==> src/rtl/armleocpu_cache_arbiter_if.sv <==
// rtl/armleocpu_cache_arbiter_if.sv - armleocpu_cache command/response port bundle
interface armleocpu_cache_arbiter_if;
  logic [3:0]  cmd;
  logic [31:0] address;
  logic [2:0]  load_type;
  logic [1:0]  store_type;
  logic [31:0] store_data;
  logic [3:0]  response;
  logic [31:0] load_data;

  modport master (
    output cmd, address, load_type, store_type, store_data,
    input  response, load_data
  );

  modport slave (
    input  cmd, address, load_type, store_type, store_data,
    output response, load_data
  );
endinterface

==> src/rtl/armleocpu_cache_arbiter.sv <==
// rtl/armleocpu_cache_arbiter.sv - two-requester arbiter in front of armleocpu_cache
// Port 1 has fixed priority; port 0 is guaranteed a grant after MAX_CONSEC port-1 grants.
module armleocpu_cache_arbiter #(
  parameter int MAX_CONSEC = 4,
  parameter int PRIO_CNT_W = 4
) (
  input logic                      clk,
  input logic                      rst,
  armleocpu_cache_arbiter_if.slave r0,
  armleocpu_cache_arbiter_if.slave r1,
  armleocpu_cache_arbiter_if.master c
);

  localparam logic [3:0] CMD_NONE  = 4'd0;
  localparam logic [3:0] RESP_WAIT = 4'd0;
  localparam logic [PRIO_CNT_W-1:0] CNT_MAX = PRIO_CNT_W'(MAX_CONSEC);

  typedef enum logic {IDLE, BUSY} state_t;

  state_t                state, state_nxt;
  logic                  grant, grant_nxt;
  logic [PRIO_CNT_W-1:0] consec_cnt, consec_nxt;
  logic                  r0_req, r1_req;
  logic                  sel_valid, sel, complete;

  always_comb begin
    r0_req    = (r0.cmd != CMD_NONE);
    r1_req    = (r1.cmd != CMD_NONE);
    sel_valid = 1'b0;
    sel       = grant;

    // rst gates the selection so c_cmd drops to NONE without waiting for an edge
    if (!rst) begin
      if (state == BUSY) begin
        sel_valid = 1'b1;
        sel       = grant;
      end else if (r0_req || r1_req) begin
        sel_valid = 1'b1;
        sel       = r1_req && !(r0_req && (consec_cnt == CNT_MAX));
      end
    end

    complete = sel_valid && (c.response != RESP_WAIT);

    c.cmd        = CMD_NONE;
    c.address    = '0;
    c.load_type  = '0;
    c.store_type = '0;
    c.store_data = '0;
    r0.response  = RESP_WAIT;
    r0.load_data = '0;
    r1.response  = RESP_WAIT;
    r1.load_data = '0;

    if (sel_valid) begin
      if (sel) begin
        c.cmd        = r1.cmd;
        c.address    = r1.address;
        c.load_type  = r1.load_type;
        c.store_type = r1.store_type;
        c.store_data = r1.store_data;
        r1.response  = c.response;
        r1.load_data = c.load_data;
      end else begin
        c.cmd        = r0.cmd;
        c.address    = r0.address;
        c.load_type  = r0.load_type;
        c.store_type = r0.store_type;
        c.store_data = r0.store_data;
        r0.response  = c.response;
        r0.load_data = c.load_data;
      end
    end

    state_nxt  = state;
    grant_nxt  = grant;
    consec_nxt = consec_cnt;

    case (state)
      IDLE: begin
        if (sel_valid) begin
          grant_nxt = sel;
          if (!complete) state_nxt = BUSY;
        end
      end
      BUSY: begin
        if (complete) state_nxt = IDLE;
      end
      default: state_nxt = IDLE;
    endcase

    // streak of port-1 completions only counts while port 0 is waiting
    if (complete) begin
      if (sel && r0_req)
        consec_nxt = (consec_cnt == CNT_MAX) ? consec_cnt : consec_cnt + PRIO_CNT_W'(1);
      else
        consec_nxt = '0;
    end
  end

  always_ff @(posedge clk or posedge rst) begin
    if (rst) begin
      state      <= IDLE;
      grant      <= 1'b0;
      consec_cnt <= '0;
    end else begin
      state      <= state_nxt;
      grant      <= grant_nxt;
      consec_cnt <= consec_nxt;
    end
  end

endmodule

==> src/flat_wrapper.sv <==
// flat-port wrapper written by rule: the top's interface ports become plain ports
module armleocpu_cache_arbiter_flat 
#(
  parameter int MAX_CONSEC = 4,
  parameter int PRIO_CNT_W = 4
)
  (clk, rst, r0_cmd, r0_address, r0_load_type, r0_store_type, r0_store_data, r0_response, r0_load_data, r1_cmd, r1_address, r1_load_type, r1_store_type, r1_store_data, r1_response, r1_load_data, c_cmd, c_address, c_load_type, c_store_type, c_store_data, c_response, c_load_data);
  armleocpu_cache_arbiter_if r0_i ();
  armleocpu_cache_arbiter_if r1_i ();
  armleocpu_cache_arbiter_if c_i ();
  input logic clk;
  input logic rst;
  input wire logic [$bits(r0_i.cmd)-1:0] r0_cmd;
  input wire logic [$bits(r0_i.address)-1:0] r0_address;
  input wire logic [$bits(r0_i.load_type)-1:0] r0_load_type;
  input wire logic [$bits(r0_i.store_type)-1:0] r0_store_type;
  input wire logic [$bits(r0_i.store_data)-1:0] r0_store_data;
  output wire logic [$bits(r0_i.response)-1:0] r0_response;
  output wire logic [$bits(r0_i.load_data)-1:0] r0_load_data;
  input wire logic [$bits(r1_i.cmd)-1:0] r1_cmd;
  input wire logic [$bits(r1_i.address)-1:0] r1_address;
  input wire logic [$bits(r1_i.load_type)-1:0] r1_load_type;
  input wire logic [$bits(r1_i.store_type)-1:0] r1_store_type;
  input wire logic [$bits(r1_i.store_data)-1:0] r1_store_data;
  output wire logic [$bits(r1_i.response)-1:0] r1_response;
  output wire logic [$bits(r1_i.load_data)-1:0] r1_load_data;
  output wire logic [$bits(c_i.cmd)-1:0] c_cmd;
  output wire logic [$bits(c_i.address)-1:0] c_address;
  output wire logic [$bits(c_i.load_type)-1:0] c_load_type;
  output wire logic [$bits(c_i.store_type)-1:0] c_store_type;
  output wire logic [$bits(c_i.store_data)-1:0] c_store_data;
  input wire logic [$bits(c_i.response)-1:0] c_response;
  input wire logic [$bits(c_i.load_data)-1:0] c_load_data;
  assign r0_i.cmd = r0_cmd;
  assign r0_i.address = r0_address;
  assign r0_i.load_type = r0_load_type;
  assign r0_i.store_type = r0_store_type;
  assign r0_i.store_data = r0_store_data;
  assign r0_response = r0_i.response;
  assign r0_load_data = r0_i.load_data;
  assign r1_i.cmd = r1_cmd;
  assign r1_i.address = r1_address;
  assign r1_i.load_type = r1_load_type;
  assign r1_i.store_type = r1_store_type;
  assign r1_i.store_data = r1_store_data;
  assign r1_response = r1_i.response;
  assign r1_load_data = r1_i.load_data;
  assign c_cmd = c_i.cmd;
  assign c_address = c_i.address;
  assign c_load_type = c_i.load_type;
  assign c_store_type = c_i.store_type;
  assign c_store_data = c_i.store_data;
  assign c_i.response = c_response;
  assign c_i.load_data = c_load_data;
  armleocpu_cache_arbiter #(.MAX_CONSEC(MAX_CONSEC), .PRIO_CNT_W(PRIO_CNT_W)) u_core (.clk(clk), .rst(rst), .r0(r0_i), .r1(r1_i), .c(c_i));
endmodule
==> config.mk <==
export PLATFORM = sky130hd
export DESIGN_NAME = armleocpu_cache_arbiter_flat
export DESIGN_NICKNAME = d
export VERILOG_FILES = /design/src/rtl/armleocpu_cache_arbiter_if.sv /design/src/rtl/armleocpu_cache_arbiter.sv /design/src/flat_wrapper.sv
export SDC_FILE = /design/constraint.sdc
export NUM_CORES = 1
export LEC_CHECK = 0
export ABC_AREA = 1
export BUFFER_PORTS_ARGS = -buffer_cell sky130_fd_sc_hd__buf_4
export CAP_MARGIN = 30
export CORE_AREA = 2 2 126 128
export CTS_CLUSTER_SIZE = 8
export DETAILED_ROUTE_END_ITERATION = 16
export DIE_AREA = 0 0 128 130
export GPL_ROUTABILITY_DRIVEN = 1
export PLACE_DENSITY = 0.45
export SLEW_MARGIN = 40
export SYNTH_ARGS = -nofsm -noshare
export SYNTH_HDL_FRONTEND = slang
export SYNTH_SLANG_ARGS = --single-unit
==> constraint.sdc <==
create_clock -name clk -period 1.65 [get_ports clk]
set_input_delay 0.165 -clock clk [delete_from_list [all_inputs] [get_ports clk]]
set_output_delay 0.165 -clock clk [all_outputs]
set_load 0.01 [all_outputs]
---- Yosys cells after proc, flatten, opt, wreduce, memory -nomap -nowiden ----
Cells that the tools add are included.
storage, ports and cells
  bits in registers ....................... 6
  bits of input ports ..................... 184
  output and inout port bits .............. 145
  logic and storage cells ................. 47
cells by class
  add/subtract/negate cells ............... 1
  equality and inequality tests ........... 2
  muxes and demuxes ....................... 29
  bitwise gates (word level) .............. 1
  reductions and logical operators ........ 11
operator list
  cell                 number
  $mux 32              8
  $mux 4               8
  $reduce_bool 4->1    3
  $mux 1               8
  $mux 3               2
  $add 4x1->4 const B  1
  $eq 4x3->1 const B   1
  $logic_and 1x1->1    4
  $mux 2               2
  $reduce_and 2->1     2
  $ne 2x2->1 const B   1
  $pmux 1 s2           1
  $logic_not 1->1      1
  $logic_or 1x1->1     1
  $not 1->1            1

---- Longest topological paths before layout ----
Gate-level depths: netlist of the first run.
  depth in word-level cells ............... 10
  mapped depth ............................ 11
  depth with buffers taken out ............ 9

---- Worst setup path before layout of the first run ----
Ideal clock, no wire load.
  path type ............................... reg2out
  from .................................... register u_core.consec_cnt[0]
  to ...................................... output port r1_load_data[21]
  data arrival time ....................... 1.576 ns
  required time ........................... 1.485 ns
  slack ................................... -0.091 ns
  cell stages (with the launch flop) ...... 11
  buffers on the path ..................... 3
  cell sequence ........................... dfrtp_1 -> inv_1 -> ha_1 -> nand2_2 -> nand2_1 -> nand3_2 -> nand2_4 -> buf_12 -> buf_12 -> buf_6 -> nor3_1
on the way
  word-level cells in the longest chain between the ends .. 9
ends and longest elaborated chain
  what                    line                            text
  start, declared         armleocpu_cache_arbiter.sv:22   logic [PRIO_CNT_W-1:0] consec_cnt, consec_nxt;
  start signal, assigned  armleocpu_cache_arbiter.sv:109  consec_cnt <= consec_nxt;
  $eq 4x3->1              armleocpu_cache_arbiter.sv:39   sel = r1_req && !(r0_req && (consec_cnt == CNT_MAX));
  $logic_and 1x1->1       armleocpu_cache_arbiter.sv:39
  $logic_not 1->1         armleocpu_cache_arbiter.sv:39
  $logic_and 1x1->1       armleocpu_cache_arbiter.sv:39
  $mux 1                  armleocpu_cache_arbiter.sv:37   end else if (r0_req || r1_req) begin
  $mux 1                  armleocpu_cache_arbiter.sv:34   if (state == BUSY) begin
  $mux 1                  armleocpu_cache_arbiter.sv:33   if (!rst) begin
  $mux 32                 armleocpu_cache_arbiter.sv:56   if (sel) begin
  $mux 32                 armleocpu_cache_arbiter.sv:55   if (sel_valid) begin
  end, declared           flat_wrapper.sv:26              output wire logic [$bits(r1_i.load_data)-1:0] r1_load_data;
Every way passes these cells.

---- Worst setup path after layout of the first run ----
  from .................................... register u_core.consec_cnt[0]
  to ...................................... output port c_store_data[5]
on the way
  word-level cells in the longest chain between the ends .. 9
ends and longest elaborated chain
  what               line                           text
  $eq 4x3->1         armleocpu_cache_arbiter.sv:39
  $logic_and 1x1->1  armleocpu_cache_arbiter.sv:39
  $logic_not 1->1    armleocpu_cache_arbiter.sv:39
  $logic_and 1x1->1  armleocpu_cache_arbiter.sv:39
  $mux 1             armleocpu_cache_arbiter.sv:37
  $mux 1             armleocpu_cache_arbiter.sv:34
  $mux 1             armleocpu_cache_arbiter.sv:33
  $mux 32            armleocpu_cache_arbiter.sv:56
  $mux 32            armleocpu_cache_arbiter.sv:55
  end, declared      flat_wrapper.sv:31             output wire logic [$bits(c_i.store_data)-1:0] c_store_data;
Every way passes these cells.

==> impl_metrics.py, run 1 <==
metrics = {
    "clock_tree": {
        "cts_htree_levels": 1,
        "cts_buffers": 3,
        "worstSkewPairLatency_ns": 0.23,
        "tritoncts": "done",
        "cts_max_path_buffers": 2,
        "clk_pin_slew_ns": 0.03,
        "clock_sinks": 6,
        "root_buffer": "clkbuf_16",
    },
    "timing": {
        "tightestPinTransition_ns": 0.385,
        "fin_setup_tns_ns": -37.32,
        "final_hold_viol_count": 0,
        "fin_ws_ns": -0.328,
        "rsz0062_at_grt": "true",
        "drv_slew": 0,
        "fin_hold_ws_ns": 0.552,
        "slew_headroom_pct": 74.2,
        "setup_viol": 146,
        "skew_ns": 0.00188,
        "period_share_pct": 120,
        "fin_crit_ns": 1.98,
        "fmax_ghz": 0.506,
    },
    "setup_path": {
        "path_max_fanout": 37,
        "worstSetupEndpointType": "output pin",
        "r2r_end": "u_core.consec_cnt[3]$_DFFE_PP0P_",
        "cp.required_ns": 1.48,
        "r2r_cells": 11,
        "reg2reg_slack_ns": 0,
        "cp_data_arrival_time_ns": 1.81,
        "r2r-start": "u_core.consec_cnt[0]$_DFFE_PP0P_",
        "worst-setup-path-type": "flop to output pin",
        "worstSetupStartpointType": "flop",
    },
    "place": {
        "place_inst": 934,
        "port_buffers": 328,
        "dpl.hpwl_mm": 11.6,
        "gp_congestion": 0.858,
    },
    "power_and_ir_drop": {
        "combinationalPowerShare_pct": 86.6,
        "p_leak_nw": 3.07,
        "p_clk_share_pct": 8.5,
        "internal-power_mw": 2.47,
        "seqPwrFrac_pct": 4.9,
        "p_sw_share_pct": 45.9,
        "switchingPower_mw": 2.10,
        "irDropWorstVdd_mv": 0.464,
        "p_per_area_nw_per_um2": 754,
    },
    "routing": {
        "drt_wl_total_mm": 15.2,
        "wl_per_cell_um": 16.0,
        "drcViolationCount": 0,
        "drt_iter0_markers": 94,
        "ant_nets": 0,
        "routed-via-count": 4116,
        "viasPerCell": 4.32,
        "firstDrtPassIters": 4,
    },
    "layout": {
        "stdcell_count": 953,
        "final_core_util_pct": 39.3,
        "n_antenna_cell": 0,
        "nets": 949,
        "layout-drive-gt1-share_pct": 70.0,
        "synthToLayoutAreaGrowth_pct": 150,
    },
    "die": {
        "pin_count": 329,
        "std_cell_rows": 46,
        "design.die.area_sq_um": 16600,
        "dieWidth_um": 128,
        "fp.dieH_um": 130,
        "start_util_pct": 15.7,
        "core_area_sq_um": 15400,
    },
    "logic_synthesis": {
        "syn_nets": 613,
        "ys_warn_count": 0,
        "synthCells": 427,
        "synth_seq_cells": 6,
        "synth.avg_cell_area_sq_um": 5.67,
        "seq_area_frac_synth_pct": 6.20,
        "netlist_area_sq_um": 2420,
        "synth.distinct_cells": 26,
    },
    "grt": {
        "grt_usage_pct": 15.3,
        "grt-ovfl-total": 0,
        "grt_pass1_wl_mm": 20.4,
        "grt_pass1_vias": 3862,
        "grt_antenna_before_repair": 0,
        "grt_max_degree": 46,
    },
    "outcome": {
        "outcome": "finished with violations",
        "violations": "negative setup slack",
    },
    "worst_hold_path": {
        "worstHoldPathType": "input pin to asynchronous set/reset pin",
    },
    "run": {
        "cap_violations": 0,
    },
}
[cells in the final DEF, fill, tap and decap left out]
cell / instances
nand3_1: 10
nand3_4: 1
buf_6: 8
ha_2: 1
buf_8: 1
nand4_1: 1
nor3_2: 56
xnor2_1: 1
inv_1: 43
nand2_2: 18
nand2_8: 1
nor2_1: 10
inv_2: 1
xor2_1: 1
nor2_4: 1
buf_16: 5
clkbuf_16: 7
buf_4: 341
nor2_2: 1
bufbuf_16: 1
nor3_1: 2
ha_1: 1
inv_12: 1
a21oi_1: 11
dlygate4sd3_1: 1
nor4_1: 1
nor3_4: 14
dfrtp_1: 6
a21oi_2: 63
o21ai_1: 1
buf_12: 10
nand2_1: 139
nand2_4: 2
[area by class of cell]
cell class              count  area [sq um]
well taps                 192           240
fillers                  1638          9370
inverters                  45           181
clock buffers               3          75.1
repair buffers            371          3150
flip-flops and latches      6           150
multi-input cells         336          2270
[through the flow]
step / power, mW / worst slack, ns / area, sq um
5_1_grt: 4.91 / -0.444 / 6060
6_report: 4.57 / -0.328 / 6060
4_1_cts: 4.14 / -0.343 / 5640
3_3_place_gp: 3.39 / -0.129 / 5300
3_5_place_dp: 3.41 / -0.134 / 5300
2_1_floorplan: 2.17 / -0.0908 / 2660
[Yosys cell counts]
master    number  area share, %
nand2_1      154             24
a21oi_1       52             11
inv_1         43            6.7
nor3_1        43            8.9
nor3_2        29             12
a21oi_2       22            8.0
buf_2         21            4.3
nor2_1        11            1.7
nand3_1       10            2.1
buf_12         8            6.6
dfrtp_1        6            6.2
buf_6          5            2.3
nand2_2        5            1.3
clkbuf_1       3           0.47
buf_1          2           0.31
ha_1           2            1.0
inv_2          2           0.31
buf_8          1           0.62
nand2_4        1           0.47
nand3_2        1           0.41
nand4_1        1           0.26
nor2_2         1           0.26
nor4_1         1           0.26
o21ai_1        1           0.21
xnor2_1        1           0.36
xor2_1         1           0.36
[how the worst max path moves through the flow]
| stage | startpoint | to | slack, ns | cells past startpoint |
|---|---|---|---|---|
| 2_1_floorplan | u_core.consec_cnt[0]$_DFFE_PP0P_ | r1_load_data[21] | -0.09 | 10 |
| 3_3_place_gp | u_core.consec_cnt[0]$_DFFE_PP0P_ | c_address[24] | -0.13 | 11 |
| 3_5_place_dp | r0_cmd[1] | r1_load_data[16] | -0.13 | 10 |
| 4_1_cts | u_core.consec_cnt[0]$_DFFE_PP0P_ | r0_load_data[14] | -0.34 | 10 |
| 5_1_grt | u_core.consec_cnt[0]$_DFFE_PP0P_ | c_store_type[0] | -0.44 | 10 |
| 6_report | u_core.consec_cnt[0]$_DFFE_PP0P_ | c_store_data[5] | -0.33 | 10 |
[per-layer routing]
layer / track usage [%] / wire (um)
met5: 0 / 0
met4: 3.23 / 326
met2: 29.3 / 8120
met3: 2.58 / 898
met1: 17.8 / 5910
[what timing repair did]
action                     CTS  global route
cloned                       3             7
setup buffers                3             2
pin swaps                    1             2
setup endpoints to repair  145           149
hold buffers                 1             0
resized for setup           33            59
hold endpoints to repair     6             0
[kinds of logic after synthesis]
logic type                 count (synthesis)  synth area share (%)
xor gates and xnor gates                   2                 0.724
AOI/OAI and AO/OA                         75                  18.9
adders and majority gates                  2                  1.03
buffers and inverters                     85                  21.7
and+or+nand+nor                          257                  51.5
DFF                                        6                  6.20
[critical path: stages (launching register included)]
cell	delay, ns
dfrtp_1	0.36
inv_1	0.06
ha_2	0.16
nand2_2	0.06
nand2_2	0.08
nand3_4	0.10
nand2_8	0.14
buf_16	0.21
nand2_1	0.12
a21oi_2	0.14
buf_4	0.12
[power groups by stage]
| stage | sequential (mW) | clock [mW] | combinational, mW |
|---|---|---|---|
| after detailed placement | 0.225 | 0 | 3.18 |
| after CTS | 0.225 | 0.396 | 3.52 |
| final | 0.224 | 0.388 | 3.96 |
| after global placement | 0.224 | 0 | 3.16 |
| after global routing | 0.229 | 0.402 | 4.28 |
| after floorplan | 0.240 | 0 | 1.93 |
No activity file was read; power rests on OpenSTA's default activity.
==> run 2, diff against run 1 <==
==> constraint.sdc (replaced) <==
create_clock -name clk -period 1.65 [get_ports clk]
set_input_delay 0.2475 -clock clk [delete_from_list [all_inputs] [get_ports clk]]
set_output_delay 0.2475 -clock clk [all_outputs]
set_load 0.01 [all_outputs]
==> run 2 against run 1 <==
Highest routed layer unchanged. Final area rose by 9.6%. The flow still finishes with violations (negative setup slack). Critical endpoint is now c_store_data[29]. Clock power barely moved. Sequential share of layout area fell by 0.22 points.
==> impl_metrics.py, run 2 (synthesized netlist as in run 1, its figures left out) <==
metrics = {
    "setup_path": {
        "max_stage_delay_ns": 0.36,
        "crit_top_cell": "nand2_2",
        "slowest_stage": "dfrtp_1",
        "worstSetupStartpointType": "flop",
        "path_max_fanout": 10,
        "worst-setup-path-type": "flop to output pin",
        "path_cells": "inv_1, ha_2, nand2_2, nand2_2, nand3_4, nand2_8, buf_12, clkbuf_16, nand2_1, a21oi_2, buf_4",
        "cp_data_arrival_time_ns": 1.85,
        "worstSetupEndpointType": "output pin",
        "cp.required_ns": 1.40,
    },
    "die": {
        "fp.dieH_um": 130,
        "dieWidth_um": 128,
        "start_util_pct": 15.7,
        "pin_count": 329,
        "std_cell_rows": 46,
        "core_area_sq_um": 15400,
        "design.die.area_sq_um": 16600,
    },
    "clock_tree": {
        "root_buffer": "clkbuf_16",
        "worstSkewPairLatency_ns": 0.23,
        "cts_buffers": 3,
        "cts_hold_buffers": 0,
        "clock_sinks": 6,
        "clk_pin_slew_ns": 0.03,
        "cts_htree_levels": 1,
        "cts_max_path_buffers": 2,
        "tritoncts": "done",
    },
    "routing": {
        "viasPerCell": 4.35,
        "drt_iter0_markers": 85,
        "wl_per_cell_um": 16.3,
        "firstDrtPassIters": 4,
        "routed-via-count": 4267,
        "drcViolationCount": 0,
        "drt_wl_total_mm": 16.0,
        "ant_nets": 0,
    },
    "place": {
        "dpl.hpwl_mm": 11.7,
        "port_buffers": 328,
        "gp_congestion": 0.818,
        "dpl_cell_area_sq_um": 5780,
    },
    "timing": {
        "fin_ws_ns": -0.452,
        "rsz0062_at_grt": "true",
        "skew_ns": 0.00253,
        "slew_headroom_pct": 75.9,
        "drv_slew": 0,
        "period_share_pct": 127,
        "final_hold_viol_count": 0,
        "setup_viol": 145,
        "tightestPinTransition_ns": 0.361,
        "fin_crit_ns": 2.10,
        "fin_hold_ws_ns": 0.0719,
        "fin_setup_tns_ns": -51.21,
        "fmax_ghz": 0.476,
    },
    "outcome": {
        "violations": "negative setup slack",
        "outcome": "finished with violations",
    },
    "grt": {
        "grt_pass1_wl_mm": 21.3,
        "grt_pass1_vias": 3996,
        "grt_usage_pct": 16.0,
        "grt_antenna_before_repair": 0,
        "grt_max_degree": 31,
        "grt-ovfl-total": 0,
    },
    "power_and_ir_drop": {
        "p_sw_share_pct": 45.3,
        "switchingPower_mw": 2.31,
        "combinationalPowerShare_pct": 87.9,
        "irDropWorstVdd_mv": 0.365,
        "p_clk_share_pct": 7.7,
        "p_leak_nw": 3.41,
        "seqPwrFrac_pct": 4.4,
        "finalPower_mw": 5.10,
        "internal-power_mw": 2.79,
        "p_per_area_nw_per_um2": 768,
    },
    "layout": {
        "n_antenna_cell": 0,
        "layout_common_cells": "buf_4 (358), nand2_1 (94), a21oi_2 (69), nor3_2 (64), inv_1 (43)",
        "layout_commonest_cell": "buf_4",
        "fin_area_sq_um": 6640,
        "final_core_util_pct": 43.0,
        "synthToLayoutAreaGrowth_pct": 174,
        "layout-drive-gt1-share_pct": 78.7,
        "nets": 977,
    },
    "worst_hold_path": {
        "worstHoldPathType": "input pin to asynchronous set/reset pin",
    },
    "run": {
        "cap_violations": 0,
    },
}
==> run 2: changes by cell type in the layout (fill, tap and decap cells not counted), sizes merged <==
cell / change
dlygate4sd3: -1
buf: +26
clkbuf: +3
==> run 2: through the flow <==
step / setup slack (ns) / std cells
floorplan: -0.0742 / 427
global placement: -0.211 / 959
detailed placement: -0.270 / 959
CTS: -0.445 / 970
global route: -0.538 / 981
finish: -0.452 / 981
==> run 2: power groups by stage <==
stage	Clock, mW	Combinational [mW]	Sequential, mW
3_3_place_gp	0	3.47	0.224
4_1_cts	0.397	3.97	0.225
2_1_floorplan	0	2.09	0.240
6_report	0.390	4.49	0.224
3_5_place_dp	0	3.49	0.227
5_1_grt	0.406	4.82	0.229
==> run 2: repair_timing <==
| action | CTS | global route |
|---|---|---|
| setup endpoints to repair | 145 | 149 |
| buffers inserted | 4 | 3 |
| resized for setup | 36 | 68 |
| pin swaps | 5 | 17 |
| cloned | 5 | 9 |
==> run 2: critical path: cells and delay by family (launching register included) <==
kind	cells	cell delay, ns
buf+inv	4	0.52
flops	1	0.36
fa+ha+maj	1	0.16
simple gates	5	0.42
compound gates	1	0.14
==> run 2: layout make-up <==
cell class / instances / area [sq um]
fill: 1573 / 8780
timing repair buffer: 399 / 3480
multi-input combinational: 336 / 2510
tap: 192 / 240
inverter: 45 / 176
sequential: 6 / 150
clock buffer: 3 / 75.1
==> run 2: path summary, 6_finish.rpt <==
| kind | endpoint | depth (start not counted) | start | slack, ns |
|---|---|---|---|---|
| min in group clk | flop | 2 | flop | 0.56 |
| max in group asynchronous | u_core.grant$_DFFE_PP0P_ | 3 | rst | 1.46 |
| hold reg to reg | flop | 2 | flop | 0.56 |
| setup / recovery | c_store_data[29] | 11 | u_core.consec_cnt[1]$_DFFE_PP0P_ | -0.45 |
| setup reg to reg | u_core.consec_cnt[0]$_DFFE_PP0P_ | 12 | u_core.consec_cnt[1]$_DFFE_PP0P_ | 0 |
| hold / removal | u_core.consec_cnt[2]$_DFFE_PP0P_ | 3 | rst | 0.07 |
==> run 2: metal layers <==
layer	part of all wire, %	track usage (%)	vias up	routed length (um)
met2	54	30.7	177	8660
met5	0	0	-	0
met4	1.2	2.78	0	190
met3	5.2	2.01	14	831
li1	-	-	2098	-
met1	39	19.2	1978	6280
